<file path="config.mk">
export PLATFORM = sky130hd
export DESIGN_NAME = async_flit_receiver
export DESIGN_NICKNAME = d
export VERILOG_FILES = /design/src/rtl/noc_pkg.sv /design/src/rtl/flit_fifo.sv /design/src/rtl/async_flit_receiver.sv
export SDC_FILE = /design/constraint.sdc
export NUM_CORES = 1
export LEC_CHECK = 0
export ABC_AREA = 0
export CAP_MARGIN = 5
export CORE_MARGIN = 5
export CORE_UTILIZATION = 49
export CTS_CLUSTER_SIZE = 25
export DETAILED_ROUTE_END_ITERATION = 8
export PLACE_DENSITY = 0.75
export SLEW_MARGIN = 25
export SYNTH_ARGS = -nofsm -noshare
export SYNTH_HDL_FRONTEND = slang
export SYNTH_SLANG_ARGS = --single-unit
</file>
<file path="constraint.sdc">
create_clock -name clk_i -period 2 [get_ports clk_i]
set_input_delay 0.6 -clock clk_i [delete_from_list [all_inputs] [get_ports clk_i]]
set_output_delay 0.6 -clock clk_i [all_outputs]
set_load 0.01 [all_outputs]
</file>
<file path="src/rtl/noc_pkg.sv">
// Shared NoC definitions: flit layout and type encoding, receiver framing states.
package noc_pkg;

    localparam int FLIT_WIDTH_DEF = 34;
    localparam int TYPE_MSB       = 33;
    localparam int TYPE_LSB       = 32;

    typedef enum logic [1:0] {
        FLIT_BODY     = 2'b00,
        FLIT_TAIL     = 2'b01,
        FLIT_HEAD     = 2'b10,
        FLIT_HEADTAIL = 2'b11
    } flit_type_e;

    typedef enum logic {
        ST_IDLE   = 1'b0,
        ST_IN_PKT = 1'b1
    } rx_state_e;

    // True for the flit types that close a packet.
    function automatic logic is_tail(input flit_type_e t);
        return (t == FLIT_TAIL) || (t == FLIT_HEADTAIL);
    endfunction

endpackage

</file>
<file path="src/rtl/flit_fifo.sv">
// Small receive buffer with a combinational head output that reads as zero when empty.
module flit_fifo #(
    parameter int WIDTH = 34,
    parameter int DEPTH = 4
) (
    input  logic             clk_i,
    input  logic             rst_i,
    input  logic             push_i,
    input  logic [WIDTH-1:0] din_i,
    input  logic             pop_i,
    output logic [WIDTH-1:0] dout_o,
    output logic             full_o,
    output logic             empty_o
);

    localparam int AW = $clog2(DEPTH);
    localparam logic [AW:0] DEPTH_C = (AW+1)'(DEPTH);

    logic [WIDTH-1:0] mem [DEPTH];
    logic [AW-1:0]    wr_ptr;
    logic [AW-1:0]    rd_ptr;
    logic [AW:0]      count;
    logic             do_push;
    logic             do_pop;

    // A push into a full buffer is refused even if a pop happens in the same cycle.
    assign do_push = push_i && !full_o;
    assign do_pop  = pop_i && !empty_o;

    assign full_o  = (count == DEPTH_C);
    assign empty_o = (count == '0);
    assign dout_o  = empty_o ? '0 : mem[rd_ptr];

    // Storage array; contents need no reset since empty masks the head.
    always_ff @(posedge clk_i) begin
        if (do_push) begin
            mem[wr_ptr] <= din_i;
        end
    end

    // Pointers wrap naturally because DEPTH is a power of two.
    always_ff @(posedge clk_i or posedge rst_i) begin
        if (rst_i) begin
            wr_ptr <= '0;
            rd_ptr <= '0;
            count  <= '0;
        end else begin
            if (do_push) begin
                wr_ptr <= wr_ptr + 1'b1;
            end
            if (do_pop) begin
                rd_ptr <= rd_ptr + 1'b1;
            end
            case ({do_push, do_pop})
                2'b10:   count <= count + 1'b1;
                2'b01:   count <= count - 1'b1;
                default: count <= count;
            endcase
        end
    end

endmodule

</file>
<file path="src/rtl/async_flit_receiver.sv">
// Receives 2-phase bundled-data flits from an upstream router, buffers them,
// and checks packet framing.
//
//   state      | meaning
//   -----------+-----------------------------------------------
//   ST_IDLE    | between packets; expecting HEAD or HEADTAIL
//   ST_IN_PKT  | inside a packet; expecting BODY or TAIL
module async_flit_receiver
    import noc_pkg::*;
#(
    parameter int FLIT_WIDTH  = FLIT_WIDTH_DEF,
    parameter int FIFO_DEPTH  = 4,
    parameter int SYNC_STAGES = 2
) (
    input  logic                  clk_i,
    input  logic                  rst_i,
    input  logic                  req_up_i,
    input  logic [FLIT_WIDTH-1:0] flit_up_i,
    output logic                  ack_up_o,
    output logic                  Tailpassed_up_o,
    output logic [FLIT_WIDTH-1:0] flit_o,
    output logic                  valid_o,
    input  logic                  ready_i,
    output logic                  proto_err_o
);

    logic [SYNC_STAGES-1:0] sync_q;
    logic                   req_sync;
    logic                   ack_q;
    logic                   capture;
    logic                   tail_q;
    logic                   err_q;
    logic                   err_d;
    logic                   fifo_full;
    logic                   fifo_empty;
    flit_type_e             rx_type;
    rx_state_e              state_q;
    rx_state_e              state_d;

    assign req_sync = sync_q[SYNC_STAGES-1];
    // Bundled data is stable while the phases differ, so it can be sampled directly.
    assign capture  = (req_sync != ack_q) && !fifo_full;
    assign rx_type  = flit_type_e'(flit_up_i[TYPE_MSB:TYPE_LSB]);

    assign ack_up_o        = ack_q;
    assign Tailpassed_up_o = tail_q;
    assign proto_err_o     = err_q;
    assign valid_o         = !fifo_empty;

    // Request synchronizer chain.
    always_ff @(posedge clk_i or posedge rst_i) begin
        if (rst_i) begin
            sync_q <= '0;
        end else begin
            sync_q <= {sync_q[SYNC_STAGES-2:0], req_up_i};
        end
    end

    // Acknowledge toggle, tail pulse, sticky error and framing state register.
    always_ff @(posedge clk_i or posedge rst_i) begin
        if (rst_i) begin
            ack_q   <= 1'b0;
            tail_q  <= 1'b0;
            err_q   <= 1'b0;
            state_q <= ST_IDLE;
        end else begin
            if (capture) begin
                ack_q <= ~ack_q;
            end
            tail_q  <= capture && is_tail(rx_type);
            err_q   <= err_q | err_d;
            state_q <= state_d;
        end
    end

    // Framing next state; a violating flit is still accepted and resynchronizes the FSM.
    always_comb begin
        state_d = state_q;
        err_d   = 1'b0;
        if (capture) begin
            case (state_q)
                ST_IDLE: begin
                    unique case (rx_type)
                        FLIT_HEAD:     state_d = ST_IN_PKT;
                        FLIT_HEADTAIL: state_d = ST_IDLE;
                        default: begin
                            err_d   = 1'b1;
                            state_d = ST_IDLE;
                        end
                    endcase
                end
                ST_IN_PKT: begin
                    unique case (rx_type)
                        FLIT_BODY: state_d = ST_IN_PKT;
                        FLIT_TAIL: state_d = ST_IDLE;
                        FLIT_HEAD: begin
                            err_d   = 1'b1;
                            state_d = ST_IN_PKT;
                        end
                        default: begin
                            err_d   = 1'b1;
                            state_d = ST_IDLE;
                        end
                    endcase
                end
                default: state_d = ST_IDLE;
            endcase
        end
    end

    flit_fifo #(
        .WIDTH (FLIT_WIDTH),
        .DEPTH (FIFO_DEPTH)
    ) u_fifo (
        .clk_i   (clk_i),
        .rst_i   (rst_i),
        .push_i  (capture),
        .din_i   (flit_up_i),
        .pop_i   (ready_i),
        .dout_o  (flit_o),
        .full_o  (fifo_full),
        .empty_o (fifo_empty)
    );

endmodule

</file>
==> qor.yml <==
crit_path_cell_trace: "buf_6, buf_12, buf_12, mux4_2, and2_4, buf_6"
die_w_um: 119
max_cap_viol_count: 0
drive_gt1_share_pct: 44.2
cts_tree: "yes"
fin_crit_sh_pct: 127
final.setup.worst_slack_ns: -0.535
rsz0062_at_grt: "yes"
dr_total_vias: 2890
area_delta_synth_final_pct: 31.4
numCtsBuffers: 17
synth_cell_types: 25
finalMaxSlewViolations: 0
cts-htree-levels: 4
synthArstFlopShare_pct: 8.72
port_buffers: 75
violations: "negative setup slack"
synth_edf_count: 136
cts_buffer_depth: 2
drt-wirelength-per-cell_um: 20.8
synthCells: 268
yosys-top-cells-count: "edfxtp_1, and2_1, mux4_2"
grt_pass1_vias: 3139
critPathLaunchType: "register"
p_per_area_nw_per_um2: 1670
dr.first_iter.drc_count: 157
finalHoldViolCount: 0
ant_nets: 0
synthTopCellsByArea: "edfxtp_1, mux4_2, mux4_1"
num_antenna_cells: 0
path_buf_inv: 4
multiInputGateArea_um2: 1360
path_class: "reg -> out"
fp-row-count: 40
setup_viol: 37
root_buffer: "clkbuf_16"
fin_crit_ns: 2.54
grt_start_max_net_pins: 33
fin_tns_setup_ns: -17.08
status: "finished, violations left"
yosysWarnings: 0
syn_area_um2: 5870
drtPass1Iterations: 4
die_y_um: 119
crit_family: "multiplexers"
die-area_um2: 14300
slew_headroom_pct: 64.8
grt_usage_pct: 17.3
grt_first_pass_wirelength_um: 17900
dp_hpwl_um: 6490
hold_path.class: "reg -> reg"
clk_latency_ns: 0.42
clk_pin_slew_ns: 0.06
regArea_um2: 4410
globalplace.congestion: 0.718
cts_hold_buf: 0
vias_per_cell: 5.32
cts.sinks: 149
cp_slowest_cell: "mux4_2"
syn_avg_cell_area_um2: 21.9
nNetsFinal: 427
antenna_found_initial: 0
whs_ns: 0.363
start_util_pct: 49.5
yosysTopAreaCellShare_pct: 69.6
synth-seq-cells: 149
cpPeakStageDelay_ns: 0.50
crit_required_ns: 1.40
grt-ovfl-total: 0
crit_fanout: 7
yosysMostFrequentCell: "edfxtp_1"
power_w: 0.0129
synth_top_cell_by_area: "edfxtp_1"
worstMarginPinSlew_ns: 0.528
core_area_um2: 11900
postSynthNetCount: 312
worst_ep_arrival_time_ns: 1.94
finClkSkew_ns: 0.0112
boundaryPins: 76
leakagePower_nw: 2.79
drc: 0
ir_drop_v: 0.000848
fin_util_pct: 65.0
fill_cells: 837
synth-main-ff-cell: "edfxtp_1"
fmax_ghz: 0.394
endpoint_kind: "output port"
wirelength_um: 11300
synth_seq_area_share_pct: 75.2
## logic make-up after synthesis
group           share of synthesized area [%]
flops                                    75.2
simple gates                             4.99
mux                                      14.6
buf+inv                                  2.43
xor+xnor                                 1.19
fa+ha+maj                                1.41
compound gates                          0.256
## flip-flops by register name (all words and copies together), names as in the netlist
| signal | flops |
|---|---|
| u_fifo.wr_ptr | 2 |
| u_fifo.rd_ptr | 2 |
| Tailpassed_up_o | 1 |
| u_fifo.mem | 136 |
| sync_q | 2 |
| u_fifo.count | 3 |
| state_q | 1 |
| ack_up_o | 1 |
| proto_err_o | 1 |
## area by class of cell
type | count | area share, %
flip-flops and latches | 149 | 57.2
multi-input cells | 99 | 17.6
repair buffers | 109 | 15.2
clock buffers | 22 | 5.89
well taps | 147 | 2.39
clock inverters | 10 | 1.38
inverters | 7 | 0.341
## layer usage
layer | track usage (%) | vias to the layer above | routed length (µm)
met5 | 0 | - | 0
met4 | 7.09 | 0 | 212
met3 | 5.89 | 17 | 570
met2 | 28.0 | 73 | 5830
met1 | 21.3 | 1506 | 4670
li1 | - | 1294 | -
## path summary, 6_finish.rpt
path	slack (ns)	startpoint	depth (start not counted)	to
min in group asynchronous	0.51	rst_i	2	proto_err_o$_DFF_PP0_
hold / removal	0.36	sync_q[0]$_DFF_PP0_	0	sync_q[1]$_DFF_PP0_
setup reg to reg	-0.13	u_fifo.count[0]$_DFFE_PP0P_	10	u_fifo.count[2]$_DFFE_PP0P_
hold reg to reg	0.36	sync_q[0]$_DFF_PP0_	0	sync_q[1]$_DFF_PP0_
setup / recovery	-0.54	u_fifo.rd_ptr[0]$_DFFE_PP0P_	6	flit_o[16]
max in group asynchronous	1.11	rst_i	2	u_fifo.rd_ptr[1]$_DFFE_PP0P_
## layout by cell type (no fill, tap or decap), drive strengths merged
master	Yosys	routed
edfxtp	136	136
buf	8	69
clkdlybuf4s50	0	39
and2	36	36
mux4	34	34
clkbuf	5	22
dfrtp	13	13
inv	7	8
clkinv	0	6
and3	5	5
ha	5	5
xnor2	4	4
xor2	4	4
bufinv	0	2
mux2	2	2
nor2	2	2
or3b	1	1
mux2i	1	1
or3	1	1
a21o	1	1
nand3	1	1
a31oi	1	1
fa	1	1
clkinvlp	0	1
dlymetal6s2s	0	1
## timing repair
item	4_1_cts	5_1_grt
endpoints found under the setup margin	37	38
cloned	4	0
pin swaps	35	4
gates resized for setup	196	28
buffers inserted	8	0
## where the power goes
part	internal [W]	switching (W)	total, W
Sequential	0.00426	0.000208	0.00446
Combinational	0.00318	0.00226	0.00544
Clock	0.00186	0.00116	0.00301
## stage by stage
step / instances / setup WS, ns / instance area (µm²)
floorplan: 268 / -0.0429 / 5880
global placement: 500 / -0.417 / 6940
detailed placement: 500 / -0.426 / 6940
CTS: 544 / -0.551 / 7620
global route: 543 / -0.611 / 7710
finish: 543 / -0.535 / 7710
Note: power is estimated with default switching activity, not from simulation.
